## src/rtl/countdown_sequencer_if.sv

```systemverilog
// Mode-FSM enables in, BCD display / tick / zero-detect status out, for countdown_sequencer.
interface countdown_sequencer_if;
  logic       countdown_enable;
  logic       countuphr_enable;
  logic       countupmin_enable;
  logic       freeze;
  logic [7:0] disp_hr;
  logic [7:0] disp_min;
  logic [7:0] disp_sec;
  logic       sec_tick;
  logic       done;
  logic       alarm;

  modport master (
    output countdown_enable, countuphr_enable, countupmin_enable, freeze,
    input  disp_hr, disp_min, disp_sec, sec_tick, done, alarm
  );

  modport slave (
    input  countdown_enable, countuphr_enable, countupmin_enable, freeze,
    output disp_hr, disp_min, disp_sec, sec_tick, done, alarm
  );
endinterface

```

## src/rtl/countdown_sequencer.sv

```systemverilog
// One-second prescaler, BCD HH:MM:SS time register, lap/display hold and zero-detect/alarm.
// Optional macro CDSEQ_RELOAD_EN adds a reload register restarting a finished countdown.
module countdown_sequencer #(
  parameter int CLK_DIV = 100000000
) (
  input  logic                  clk,
  input  logic                  reset_n,
  countdown_sequencer_if.slave  bus
);
  localparam int               CNT_W    = (CLK_DIV > 2) ? $clog2(CLK_DIV) : 1;
  localparam logic [CNT_W-1:0] CNT_LAST = CNT_W'(CLK_DIV - 1);

  function automatic logic [7:0] bcd_inc(input logic [7:0] v, input logic [7:0] top);
    if (v == top)          return 8'h00;
    else if (v[3:0] == 4'd9) return {v[7:4] + 4'd1, 4'd0};
    else                   return {v[7:4], v[3:0] + 4'd1};
  endfunction

  function automatic logic [7:0] bcd_dec(input logic [7:0] v, input logic [7:0] top);
    if (v == 8'h00)          return top;
    else if (v[3:0] == 4'd0) return {v[7:4] - 4'd1, 4'd9};
    else                     return {v[7:4], v[3:0] - 4'd1};
  endfunction

  logic [CNT_W-1:0] cnt_p0;
  logic             active, tc;
  logic [7:0]       hr, mn, sc, hr_n, mn_n, sc_n;
  logic             time_zero, done_n, alarm_n;
  logic             freeze_p1;
  logic [7:0]       disp_hr_r, disp_min_r, disp_sec_r;
  logic             sec_tick_r, done_r, alarm_r;
`ifdef CDSEQ_RELOAD_EN
  logic             cd_p1, cd_rise;
  logic [23:0]      reload;

  assign cd_rise = bus.countdown_enable && !cd_p1;
`endif

  assign active    = bus.countdown_enable || bus.countuphr_enable || bus.countupmin_enable;
  assign tc        = active && (cnt_p0 == CNT_LAST);
  assign time_zero = ({hr, mn, sc} == 24'd0);

  // Next-state of the time register; countdown outranks hour-set outranks minute-set
  always_comb begin
    hr_n    = hr;
    mn_n    = mn;
    sc_n    = sc;
    alarm_n = 1'b0;
`ifdef CDSEQ_RELOAD_EN
    if (cd_rise && time_zero && (reload != 24'd0)) begin
      {hr_n, mn_n, sc_n} = reload;
    end else
`endif
    if (tc) begin
      if (bus.countdown_enable) begin
        if (!time_zero) begin
          sc_n = bcd_dec(sc, 8'h59);
          if (sc == 8'h00)                  mn_n = bcd_dec(mn, 8'h59);
          if (sc == 8'h00 && mn == 8'h00)   hr_n = bcd_dec(hr, 8'h23);
          alarm_n = ({hr_n, mn_n, sc_n} == 24'd0);
        end
      end else if (bus.countuphr_enable) begin
        hr_n = bcd_inc(hr, 8'h23);
      end else begin
        mn_n = bcd_inc(mn, 8'h59);
      end
    end
    done_n = bus.countdown_enable && ({hr_n, mn_n, sc_n} == 24'd0);
  end

  // Stage p0: prescaler, time register and status flags
  always_ff @(posedge clk or negedge reset_n) begin
    if (!reset_n) begin
      cnt_p0     <= '0;
      sec_tick_r <= 1'b0;
      hr         <= 8'h00;
      mn         <= 8'h00;
      sc         <= 8'h00;
      done_r     <= 1'b0;
      alarm_r    <= 1'b0;
    end else begin
      if (!active || tc) cnt_p0 <= '0;
      else               cnt_p0 <= cnt_p0 + CNT_W'(1);
      sec_tick_r <= tc;
      hr         <= hr_n;
      mn         <= mn_n;
      sc         <= sc_n;
      done_r     <= done_n;
      alarm_r    <= alarm_n;
    end
  end

  // Stage p1: edge registers and display hold (rising freeze still loads the pre-update value)
  always_ff @(posedge clk or negedge reset_n) begin
    if (!reset_n) begin
      freeze_p1  <= 1'b0;
      disp_hr_r  <= 8'h00;
      disp_min_r <= 8'h00;
      disp_sec_r <= 8'h00;
    end else begin
      freeze_p1 <= bus.freeze;
      if (!(bus.freeze && freeze_p1)) begin
        disp_hr_r  <= hr;
        disp_min_r <= mn;
        disp_sec_r <= sc;
      end
    end
  end

`ifdef CDSEQ_RELOAD_EN
  always_ff @(posedge clk or negedge reset_n) begin
    if (!reset_n) begin
      cd_p1  <= 1'b0;
      reload <= 24'd0;
    end else begin
      cd_p1 <= bus.countdown_enable;
      if (cd_rise && !time_zero) reload <= {hr, mn, sc};
    end
  end
`endif

  assign bus.disp_hr  = disp_hr_r;
  assign bus.disp_min = disp_min_r;
  assign bus.disp_sec = disp_sec_r;
  assign bus.sec_tick = sec_tick_r;
  assign bus.done     = done_r;
  assign bus.alarm    = alarm_r;
endmodule
```

## src/flat_wrapper.sv

```systemverilog
// flat-port wrapper written by rule: the top's interface ports become plain ports
module countdown_sequencer_flat 
#(
  parameter int CLK_DIV = 100000000
)
  (clk, reset_n, bus_countdown_enable, bus_countuphr_enable, bus_countupmin_enable, bus_freeze, bus_disp_hr, bus_disp_min, bus_disp_sec, bus_sec_tick, bus_done, bus_alarm);
  countdown_sequencer_if bus_i ();
  input  logic clk;
  input  logic reset_n;
  input wire logic [$bits(bus_i.countdown_enable)-1:0] bus_countdown_enable;
  input wire logic [$bits(bus_i.countuphr_enable)-1:0] bus_countuphr_enable;
  input wire logic [$bits(bus_i.countupmin_enable)-1:0] bus_countupmin_enable;
  input wire logic [$bits(bus_i.freeze)-1:0] bus_freeze;
  output wire logic [$bits(bus_i.disp_hr)-1:0] bus_disp_hr;
  output wire logic [$bits(bus_i.disp_min)-1:0] bus_disp_min;
  output wire logic [$bits(bus_i.disp_sec)-1:0] bus_disp_sec;
  output wire logic [$bits(bus_i.sec_tick)-1:0] bus_sec_tick;
  output wire logic [$bits(bus_i.done)-1:0] bus_done;
  output wire logic [$bits(bus_i.alarm)-1:0] bus_alarm;
  assign bus_i.countdown_enable = bus_countdown_enable;
  assign bus_i.countuphr_enable = bus_countuphr_enable;
  assign bus_i.countupmin_enable = bus_countupmin_enable;
  assign bus_i.freeze = bus_freeze;
  assign bus_disp_hr = bus_i.disp_hr;
  assign bus_disp_min = bus_i.disp_min;
  assign bus_disp_sec = bus_i.disp_sec;
  assign bus_sec_tick = bus_i.sec_tick;
  assign bus_done = bus_i.done;
  assign bus_alarm = bus_i.alarm;
  countdown_sequencer #(.CLK_DIV(CLK_DIV)) u_core (.clk(clk), .reset_n(reset_n), .bus(bus_i));
endmodule
```

## config.mk

```make
export PLATFORM = sky130hd
export DESIGN_NAME = countdown_sequencer_flat
export DESIGN_NICKNAME = d
export VERILOG_FILES = /design/src/rtl/countdown_sequencer_if.sv /design/src/rtl/countdown_sequencer.sv /design/src/flat_wrapper.sv
export SDC_FILE = /design/constraint.sdc
export NUM_CORES = 1
export LEC_CHECK = 0
export ABC_AREA = 1
export ABC_CLOCK_PERIOD_IN_PS = 2200
export CAP_MARGIN = 15
export CORE_MARGIN = 2
export CORE_UTILIZATION = 55
export CTS_BUF_LIST = sky130_fd_sc_hd__clkbuf_8
export CTS_CLUSTER_DIAMETER = 30
export DETAILED_ROUTE_END_ITERATION = 16
export HOLD_SLACK_MARGIN = 0.15
export MAX_ROUTING_LAYER = met4
export PLACE_DENSITY = 0.83
export SLEW_MARGIN = 30
export SYNTH_ARGS = -nofsm -noshare
export SYNTH_HDL_FRONTEND = slang
export SYNTH_SLANG_ARGS = --single-unit
```

## constraint.sdc

```tcl
create_clock -name clk -period 2.2 [get_ports clk]
set_input_delay 0.33 -clock clk [delete_from_list [all_inputs] [get_ports clk]]
set_output_delay 0.33 -clock clk [all_outputs]
set_load 0.005 [all_outputs]
```

==> reports/qor.tcl, run 1 <==
set qor(status) {finished with violations}
set qor(violations) {setup timing}
set qor(cts.htree.levels) 3
set qor(start_util_pct) 56.9
set qor(total_count_of_max_transition_violations_in_the_final_report) 0
set qor(design.core.area_sq_mm) 0.00924
set qor(grt_start_max_net_pins) 49
set qor(die_area_sq_mm) 0.0104
set qor(drt-total-wl_microns) 15600
set qor(finalSetupTns_ns) -0.0860
set qor(ios) 33
set qor(critical_path_required_ns) 2.49
set qor(area_growth_syn_to_layout_pct) 32.1
set qor(root_buffer) {sky130_fd_sc_hd__clkbuf_8}
set qor(syn_inst) 739
set qor(fp-row-count) 35
set qor(arrival_ns) 2.58
set qor(area.sequential_sq_mm) 0.00198
set qor(cell_with_the_largest_stage_delay_on_the_worst_path) {sky130_fd_sc_hd__dfrtp_2}
set qor(clock_path_buffers) 2
set qor(max-cap-violations) 0
set qor(final_cell_mix) {sky130_fd_sc_hd__nand2_1, sky130_fd_sc_hd__nor2_1, sky130_fd_sc_hd__buf_4, sky130_fd_sc_hd__dfrtp_1, sky130_fd_sc_hd__inv_1}
set qor(critical_path_buf_inv_count) 3
set qor(drt_iter0_drc) 605
set qor(cts_tree) {yes}
set qor(setup_slack_ns) -0.0860
set qor(first_pass_iters) 9
set qor(route.detailed.drc) 0
set qor(layout_min_cycle_time_ns) 2.29
set qor(final_common_cell) {sky130_fd_sc_hd__nand2_1}
set qor(filler_cell_count) 629
set qor(antenna_cells) 0
set qor(final-hold-violation-count) 0
set qor(kind_of_end_point_of_the_critical_path) {flip-flop}
set qor(numCtsBuffers) 9
set qor(timing.final.crit_share_pct) 104
set qor(antenna_left) 0
set qor(clock-skew-final_ns) 0.0185
set qor(final_cell_count_no_fill) 1001
set qor(timing.hold.worst.class) {primary input to flip-flop}
set qor(cts_num_sinks) 79
set qor(fp.dieH_microns) 102
set qor(netlist_area_before_placement_sq_mm) 0.00526
set qor(place.detailed.hpwl_microns) 10500
set qor(global_route_wire_length_before_repair_microns) 23300
set qor(power.leakage_nw) 3.30
set qor(route.detailed.vias_per_inst) 5.66
set qor(grt_pass1_vias) 5028
set qor(final_layout_size_suffix_gt1_share_pct) 26.6
set qor(multi_input_comb_area_sq_mm) 0.00308
set qor(numPortBuffers) 32
set qor(cellPowerDensity_mw_per_mm2) 423
set qor(routed_wire_length_per_instance_microns) 15.6
set qor(postSynth.topFlopCell) {sky130_fd_sc_hd__dfrtp_1}
set qor(routed-via-count) 5663
set qor(critical_path.startpoint_type) {flip-flop}
set qor(report.final.setup_viol) 1
set qor(synth-edff-count) 0
set qor(worst_slew_pin_slew_ns) 0.464
set qor(synth.distinct_cells) 45
set qor(path_max_fanout) 7
set qor(vdd_ir_drop_max_uv) 497
set qor(postSynthNetCount) 761
set qor(ys_ff_latch) 79
set qor(fp.dieW_microns) 102
set qor(finalWeightedCongestion) 1.07
set qor(globalRouteOverflowTotal) 0
set qor(total_global_route_track_usage_pct) 29.3
set qor(synth_sequential_area_ratio_pct) 37.6
set qor(grt_antenna_before_repair) 0
set qor(layout.nets) 889
set qor(worstSkewPairLatency_ns) 0.39
set qor(fmax_ghz) 0.437
set qor(place_inst) 951
set qor(relSlewSlack_pct) 69.0
set qor(syn_warnings) 0
set qor(critical_path.max_stage_delay_ns) 0.43
set qor(post_synth.cell_area_avg_sq_um) 7.12
set qor(worst_path_dominant_cell_family) {simple AND/OR/NAND/NOR gates}
set qor(timing_worst_setup_path_type) {flip-flop to flip-flop}
set qor(synthArstFlopShare_pct) 100
set qor(crit_path_frequent_cell) {sky130_fd_sc_hd__nand2_1}
set qor(unrepaired_setup_endpoints_after_global_routing) {yes}
set qor(crit_path_cell_trace) {inv_2 -> ha_4 -> nand3_4 -> nor2_4 -> nand2_8 -> buf_4 -> inv_6 -> nand2_1 -> nand2_1 -> nand2_1 -> a21boi_2 -> nor2_1 -> nand2_1 -> nor2_2 -> nand3_2 -> nor2_1}
set qor(clkTransAtPathRegs_ns) 0.11
set qor(fin_worst_hold_slack_ns) 0.421
==> synth_stat cells (all sizes together) (2+ instances only) <==
cell type	n	share of area (%)
a211oi	2	0.29
nor3	24	3.0
nand2	209	16
buf	9	1.0
xnor2	2	0.33
nor2	124	11
xor2	8	1.3
o21a	2	0.29
inv	87	6.3
a31oi	2	0.24
o21ai	26	2.5
nor4	2	0.52
clkinv	4	0.31
ha	16	3.8
a21oi	49	4.7
dfrtp	79	38
nand4	21	2.5
clkbuf	7	0.50
nand3	57	6.7
==> final timing paths <==
kind                       slack [ns]                          startpoint  depth (start not counted)                            endpoint
min in group asynchronous        0.43                             reset_n                          2           u_core.bus.done$_DFF_PN0_
hold / removal                   0.42                          bus_freeze                          1          u_core.freeze_p1$_DFF_PN0_
setup reg to reg                -0.09              u_core.mn[5]$_DFF_PN0_                         16           u_core.bus.done$_DFF_PN0_
setup / recovery                -0.09              u_core.mn[5]$_DFF_PN0_                         16           u_core.bus.done$_DFF_PN0_
hold reg to reg                  0.52  u_core.bus.disp_sec[3]$_DFFE_PN0N_                          1  u_core.bus.disp_sec[3]$_DFFE_PN0N_
max in group asynchronous        1.14                             reset_n                          3   u_core.bus.disp_hr[3]$_DFFE_PN0N_
==> routing by layer <==
layer  global-route usage (%)  share of wire [%]  routed length (microns)  vias up
met1                     37.1                 40                     6220     2603
met3                     5.18                8.7                     1350       78
met4                     11.2                3.7                      575        0
met2                     47.0                 48                     7430      350
li1                         -                  -                        -     2632
met5                        -                  0                        0        -
==> stage by stage <==
stage	utilization [%]	power, mW	cell area (sq um)	worst slack, ns
final	75.2	2.94	6950	-0.0860
after detailed placement	67.2	1.82	6210	-0.275
after global placement	67.2	1.81	6210	-0.241
after floorplan	-	1.71	5260	0.224
after CTS	69.7	2.91	6440	0.00247
after global routing	75.2	3.05	6950	-0.170
==> cells by family (layout without fill, tap and decap cells) <==
kind of cell / Yosys count / in the layout / share of synthesized area (%)
AOI/OAI and AO/OA: 85 / 85 / 8.68
muxes: 1 / 1 / 0.214
adders and majority gates: 16 / 16 / 3.81
xor gates and xnor gates: 10 / 10 / 1.67
buffers and inverters: 107 / 240 / 8.09
DFF: 79 / 79 / 37.6
and+or+nand+nor: 441 / 441 / 39.9
==> power by group <==
part	total, mW	switching (mW)	internal [mW]
Sequential	1.55	0.0546	1.50
Combinational	0.284	0.155	0.128
Clock	1.10	0.651	0.447
==> final cells by class <==
class,instances,share of cell area [%]
Clock buffer,9,1.78
Sequential cell,79,28.5
Timing Repair Buffer,133,16.9
Tap cell,129,2.32
Inverter,91,5.04
Multi-Input combinational cell,553,44.4
Clock inverter,7,1.03
==> flip-flops by register name, summed over array words and instances (netlist names) <==
| name | cells |
|---|---|
| u_core.hr | 8 |
| u_core.freeze_p1 | 1 |
| u_core.sc | 8 |
| u_core.bus.alarm | 1 |
| u_core.bus.done | 1 |
| u_core.cnt_p0 | 27 |
| u_core.bus.disp_hr | 8 |
| u_core.bus.disp_min | 8 |
| u_core.bus.disp_sec | 8 |
| u_core.bus.sec_tick | 1 |
| u_core.mn | 8 |
==> timing repair <==
item | CTS | global route
gates cloned | 0 | 1
setup endpoints to repair | 1 | 5
hold buffers | 1 | 0
buffers inserted | 1 | 33
pin swaps | 1 | 45
resized for setup | 4 | 75
endpoints found under the hold margin | 31 | 0
(Power assumes the default switching activity.)
==> inputs of run 2 (changes only) <==
Settings changed: ABC_AREA 1 to default.
==> reports/qor.tcl, run 2 <==
set qor(route.detailed.vias_per_inst) 6.37
set qor(antenna_cells) 0
set qor(cts_num_sinks) 79
set qor(final_cell_count_no_fill) 833
set qor(place.detailed.hpwl_microns) 11100
set qor(clock-skew-final_ns) 0.0136
set qor(synth-edff-count) 0
set qor(critical_path.startpoint_type) {flip-flop}
set qor(postSynth.topFlopCell) {sky130_fd_sc_hd__dfrtp_1}
set qor(postSynthNetCount) 531
set qor(first_pass_iters) 6
set qor(rrSetupSlack_ns) -0.97
set qor(worst_path_dominant_cell_family) {simple AND/OR/NAND/NOR gates}
set qor(critical_path.max_stage_delay_ns) 0.67
set qor(power.leakage_nw) 3.25
set qor(timing.final.crit_share_pct) 144
set qor(final_common_cell) {sky130_fd_sc_hd__buf_4}
set qor(status) {finished with violations}
set qor(cell_with_the_largest_stage_delay_on_the_worst_path) {sky130_fd_sc_hd__or4_2}
set qor(drt-total-wl_microns) 17300
set qor(numCtsBuffers) 9
set qor(cts_tree) {yes}
set qor(numPortBuffers) 32
set qor(report.final.setup_viol) 21
set qor(synth_top_cells_by_count) {sky130_fd_sc_hd__dfrtp_1, sky130_fd_sc_hd__nor2_1, sky130_fd_sc_hd__nand2_1, sky130_fd_sc_hd__mux2_2, sky130_fd_sc_hd__o21ai_0}
set qor(kind_of_end_point_of_the_critical_path) {flip-flop}
set qor(globalRouteOverflowTotal) 0
set qor(grt_pass1_vias) 5296
set qor(clkTransAtPathRegs_ns) 0.09
set qor(antenna_left) 0
set qor(synth.distinct_cells) 78
set qor(timing.hold.worst.class) {primary input to flip-flop}
set qor(grt.busiest_layer) {met2}
set qor(arrival_ns) 3.44
set qor(final-hold-violation-count) 0
set qor(relSlewSlack_pct) 63.9
set qor(fp.dieW_microns) 97.5
set qor(ios) 33
set qor(rr_startpoint) {u_core.cnt_p0[12]$_DFF_PN0_}
set qor(largest_register_ffs) 27
set qor(max-cap-violations) 0
set qor(root_buffer) {sky130_fd_sc_hd__clkbuf_8}
set qor(timing_worst_setup_path_type) {flip-flop to flip-flop}
set qor(worst_slew_pin_slew_ns) 0.542
set qor(grt.met3_usage_pct) 5.18
set qor(syn_warnings) 0
set qor(violations) {setup timing}
set qor(final_layout_size_suffix_gt1_share_pct) 44.0
set qor(start_util_pct) 56.0
set qor(clock_path_buffers) 2
set qor(critical_path_required_ns) 2.47
set qor(synthArstFlopShare_pct) 100
set qor(post_synth.cell_area_avg_sq_um) 9.45
set qor(met1_usage_pct) 43.3
set qor(grt_antenna_before_repair) 0
set qor(total_count_of_max_transition_violations_in_the_final_report) 0
set qor(fmax_ghz) 0.315
set qor(final_cell_mix) {sky130_fd_sc_hd__buf_4, sky130_fd_sc_hd__dfrtp_1, sky130_fd_sc_hd__nor2_1, sky130_fd_sc_hd__nand2_1, sky130_fd_sc_hd__clkdlybuf4s50_1}
set qor(cts.htree.levels) 3
set qor(total_global_route_track_usage_pct) 35.1
set qor(finalWeightedCongestion) 1.02
set qor(grt_start_max_net_pins) 41
set qor(grtUsageMet2_pct) 57.5
set qor(filler_cell_count) 474
set qor(crit_path_frequent_cell) {sky130_fd_sc_hd__buf_4}
set qor(area_growth_syn_to_layout_pct) 51.6
set qor(routed-via-count) 5306
set qor(syn_inst) 509
set qor(fp-row-count) 34
set qor(crit_path_cell_trace) {or4_4 -> buf_4 -> nor4_4 -> and4_4 -> buf_4 -> nand3_1 -> a21oi_1 -> nor2_1 -> or4_2 -> nor4_2}
set qor(layout.nets) 743
set qor(synth_sequential_area_ratio_pct) 41.1
set qor(netlist_area_before_placement_sq_mm) 0.00481
set qor(top_register) {u_core.cnt_p0}
set qor(ys_ff_latch) 79
set qor(place_inst) 790
set qor(design.core.area_sq_mm) 0.00859
set qor(vdd_ir_drop_max_uv) 300
set qor(whs_path_depth) 1
set qor(synth.top_cells.by_area) {sky130_fd_sc_hd__dfrtp_1, sky130_fd_sc_hd__mux2_2, sky130_fd_sc_hd__nor2_1}
set qor(synth_most_common_cell) {sky130_fd_sc_hd__dfrtp_1}
set qor(worstHoldStart) {bus_freeze}
set qor(die_area_sq_mm) 0.00951
set qor(path_max_fanout) 3
set qor(reg2reg_depth) 10
set qor(drt_iter0_drc) 587
set qor(routed_wire_length_per_instance_microns) 20.8
set qor(hold_path_end) {u_core.freeze_p1$_DFF_PN0_}
set qor(layout_min_cycle_time_ns) 3.17
set qor(unrepaired_setup_endpoints_after_global_routing) {yes}
set qor(timing.rr.end) {u_core.bus.done$_DFF_PN0_}
set qor(route.detailed.drc) 0
set qor(global_route_wire_length_before_repair_microns) 26100
set qor(postLayoutCoreUtil_pct) 84.9
set qor(worstSkewPairLatency_ns) 0.36
set qor(synth_top_cell_area_share_pct) 41.1
set qor(cellPowerDensity_mw_per_mm2) 413
set qor(setup_slack_ns) -0.970
set qor(critical_path_buf_inv_count) 2
set qor(synth_top_area_cell) {sky130_fd_sc_hd__dfrtp_1}
set qor(fp.dieH_microns) 97.5
-- run 2: per-layer routing --
layer  vias up  wire length (microns)
met5         -                      0
met4         0                    918
met3       119                   1580
met2       350                   8360
met1      2553                   6480
li1       2284                      -
-- run 2: power by group --
group / internal [mW] / switching [mW]
clock network: 0.575 / 0.544
logic: 0.170 / 0.175
registers: 1.49 / 0.0537
total: 2.24 / 0.773
-- run 2: cell families after synthesis --
| group | after synthesis | synth area share [%] |
|---|---|---|
| and+or+nand+nor | 232 | 28.0 |
| AOI/OAI and AO/OA | 84 | 11.6 |
| DFF | 79 | 41.1 |
| buffers and inverters | 43 | 3.77 |
| xor gates and xnor gates | 29 | 5.28 |
| muxes | 26 | 6.09 |
| adders and majority gates | 16 | 4.16 |
-- run 2: layout make-up --
type                    count  area [sq um]  area share (%)
multi-input cells         388          3060            41.9
clock buffers              11           151            2.08
clock inverters             4          46.3           0.635
flip-flops and latches     79          1980            27.1
repair buffers            223          1850            25.4
well taps                 108           135            1.85
inverters                  20          75.1            1.03
-- run 2: how the worst max path moves through the flow --
stage | start | to | slack, ns | cells past startpoint
floorplan | u_core.cnt_p0[10]$_DFF_PN0_ | u_core.bus.done$_DFF_PN0_ | -0.84 | 8
global placement | u_core.mn[1]$_DFF_PN0_ | u_core.bus.done$_DFF_PN0_ | -0.84 | 10
detailed placement | u_core.mn[1]$_DFF_PN0_ | u_core.bus.done$_DFF_PN0_ | -0.86 | 10
CTS | u_core.cnt_p0[10]$_DFF_PN0_ | u_core.bus.done$_DFF_PN0_ | -0.85 | 9
global route | u_core.cnt_p0[12]$_DFF_PN0_ | u_core.bus.done$_DFF_PN0_ | -1.02 | 10
finish | u_core.cnt_p0[12]$_DFF_PN0_ | u_core.bus.done$_DFF_PN0_ | -0.97 | 10
-- run 2: what timing repair did --
action | CTS | global route
gates resized for setup | 68 | 34
setup endpoints to repair | 20 | 32
hold buffers | 1 | 0
pin swaps | 14 | 17
buffers inserted | 17 | 15
endpoints found under the hold margin | 39 | 0
gates cloned | 1 | 0
-- run 2: stage by stage --
| stage | setup WS [ns] | TNS (ns) | hold WS [ns] | power [mW] | area, sq um |
|---|---|---|---|---|---|
| floorplan | -0.843 | -0.897 | 0.0344 | 1.68 | 4870 |
| global placement | -0.836 | -3.65 | 0.334 | 1.83 | 6470 |
| detailed placement | -0.864 | -4.22 | 0.349 | 1.86 | 6470 |
| CTS | -0.847 | -3.68 | 0.441 | 2.96 | 7070 |
| global route | -1.02 | -7.54 | 0.453 | 3.10 | 7290 |
| finish | -0.970 | -5.72 | 0.449 | 3.01 | 7290 |
-- run 2: worst reg2reg max path, delay by kind of cell (launching register included) --
kind	cells	cell delay [ns]
flops	1	0.42
buf+inv	2	0.29
compound gates	1	0.18
simple gates	7	2.20
==> patch, RTL diff (config.mk and constraints of run 2) <==
`CLK_DIV` is set to 100000000 in 2 places; all go to 25000000.
--- a/src/rtl/countdown_sequencer.sv
+++ b/src/rtl/countdown_sequencer.sv
@@ -3,3 +3,3 @@
 module countdown_sequencer #(
-  parameter int CLK_DIV = 100000000
+  parameter int CLK_DIV = 25000000
 ) (
--- a/src/flat_wrapper.sv
+++ b/src/flat_wrapper.sv
@@ -3,3 +3,3 @@
 #(
-  parameter int CLK_DIV = 100000000
+  parameter int CLK_DIV = 25000000
 )
Function: same outputs for any inputs over 10 cycles, from zero or initial values and one cycle with reset_n low; that may be too few to reach the edited logic, so the function may still have changed.
==> patch against run 2 <==
- the run still ends with negative setup slack left
- largest power group unchanged
- cell area fell by 6.7%
- routed wire length fell by 1.2%
- worst setup slack improved by 0.50 ns
- global-route usage rose by 1.3 points
- critical endpoint unchanged
- area after synthesis fell by 4.6%
- power fell by 4.9%
- synthesized cell count fell by 5.9%
- sequential cell count fell by 2
==> patch: results (changes against run 2) <==
{
  "insertion_delay": {"value": 0.36, "unit": "ns", "change": "about the same"},
  "synth-warning-count": {"value": 0, "change": "unchanged"},
  "critical_path.max_fanout": {"value": 2, "change": "was 3"},
  "worst_ir_drop_vdd": {"value": 0.0004395, "unit": "V", "change": "was 0.0003005 V"},
  "grt_use_met3": {"value": 8.458, "unit": "%", "change": "was 5.180%"},
  "synth_cell_type_count": {"value": 75, "change": "was 78"},
  "via_count": {"value": 5024, "change": "was 5306"},
  "status": {"value": "finished with violations", "change": "unchanged"},
  "syn_avg_cell_area": {"value": 9.579, "unit": "um^2", "change": "was 9.452 um^2"},
  "cp_data_arrival_time": {"value": 2.96, "unit": "ns", "change": "was 3.44 ns"},
  "synth.top_cells.by_area": {"value": "dfrtp_1, mux2_2, nor2_1", "change": "unchanged"},
  "fin_setup_tns": {"value": -2.016, "unit": "ns", "change": "was -5.718 ns"},
  "static_leakage": {"value": 3.112, "unit": "nW", "change": "was 3.247 nW"},
  "critPathSlowestCell": {"value": "dfrtp_2", "change": "was or4_2"},
  "cp_slowest_stage_delay": {"value": 0.45, "unit": "ns", "change": "was 0.67 ns"},
  "max-slew-margin-rel": {"value": 46.71, "unit": "%", "change": "was 63.88%"},
  "timing.final.ws_setup": {"value": -0.4674, "unit": "ns", "change": "was -0.9701 ns"},
  "number_of_nets_in_the_synthesized_netlist": {"value": 501, "change": "was 531"},
  "timing.hold.worst_path_depth": {"value": 1, "change": "unchanged"},
  "ys_async_sr_fraction": {"value": 100.0, "unit": "%", "change": "unchanged"},
  "routedWlPerCell": {"value": 22.13, "unit": "um", "change": "was 20.82 um"},
  "grtUsageMet1": {"value": 44.17, "unit": "%", "change": "was 43.32%"},
  "grt_use_total": {"value": 36.40, "unit": "%", "change": "was 35.11%"},
  "layout.nets": {"value": 687, "change": "was 743"},
  "nFillCells": {"value": 425, "change": "was 474"},
  "worst_clock_skew": {"value": 0.01521, "unit": "ns", "change": "was 0.01361 ns"},
  "grt_start_max_net_pins": {"value": 62, "change": "was 41"},
  "largest_register_ff_count": {"value": 25, "change": "was 27"},
  "gp_routability_congestion": {"value": 0.9938, "change": "was 1.024"},
  "synth_commonest_cells": {"value": "dfrtp_1, nor2_1, nand2_1", "change": "unchanged"},
  "final_layout_size_suffix_gt1_share": {"value": 43.35, "unit": "%", "change": "was 44.00%"},
  "place_hpwl": {"value": 10670, "unit": "um", "change": "was 11080 um"},
  "global_route_wire_length_before_repair": {"value": 24120, "unit": "um", "change": "was 26140 um"},
  "number_of_endpoints_failing_setup_at_the_final_stage": {"value": 14, "change": "was 21"},
  "synth.yosys.seq_area_share": {"value": 42.00, "unit": "%", "change": "was 41.09%"},
  "setup.worst_path.start": {"value": "u_core.cnt_p0[10]$_DFF_PN0_", "change": "was u_core.cnt_p0[12]$_DFF_PN0_"},
  "violations": {"value": "negative setup slack", "change": "unchanged"},
  "number_of_global_route_vias_before_repair": {"value": 4788, "change": "was 5296"},
  "r2r_cells": {"value": 11, "change": "was 10"},
  "drt-total-wl": {"value": 17130, "unit": "um", "change": "was 17340 um"},
  "place.detailed.instances": {"value": 744, "change": "was 790"}
}
==> patch: final cells by class <==
type | count | area share, %
Multi-Input combinational cell | 363 | 42.48
Sequential cell | 77 | 28.38
Timing Repair Buffer | 196 | 23.40
Tap cell | 105 | 1.932
Clock buffer | 9 | 1.821
Inverter | 18 | 1.030
Clock inverter | 6 | 0.9566
==> patch: logic make-up after synthesis <==
family / share of synthesized area, %
buffers and inverters: 3.545
xor gates and xnor gates: 4.390
adders and majority gates: 4.363
DFF: 42.00
and+or+nand+nor: 25.66
AOI/OAI and AO/OA: 12.82
muxes: 7.227
==> patch: layer usage <==
layer	up-vias	part of all wire [%]
li1	2119	-
met1	2397	36
met2	393	47
met3	115	11
met4	0	6.2
met5	-	0
==> patch: what timing repair did <==
item                                   in CTS  in global routing
pin swaps                                  17                 21
setup endpoints to repair                  11                 19
resized for setup                          27                 49
gates cloned                                0                  1
setup buffers                               5                  9
hold buffers                                1                  0
endpoints found under the hold margin      59                  0
==> patch: stage by stage <==
| stage | power (mW) | instance area [um^2] | hold WS (ns) | util [%] | setup WS, ns |
|---|---|---|---|---|---|
| 6_report | 2.865 | 6802 | 0.4556 | 83.62 | -0.4674 |
| 3_5_place_dp | 1.770 | 6168 | 0.4688 | 75.83 | -0.6031 |
| 5_1_grt | 2.964 | 6802 | 0.4422 | 83.62 | -0.5403 |
| 3_3_place_gp | 1.744 | 6168 | 0.4485 | 75.83 | -0.4858 |
| 2_1_floorplan | 1.620 | 4698 | 0.03441 | - | -0.08657 |
| 4_1_cts | 2.816 | 6524 | 0.4480 | 80.20 | -0.3041 |
==> patch: where the power goes <==
part | leakage (nW) | switching, mW | internal, mW | total [mW]
combinational | 2.02 | 0.161 | 0.143 | 0.305
clock | 0.0950 | 0.566 | 0.518 | 1.08
sequential | 0.999 | 0.0238 | 1.45 | 1.48
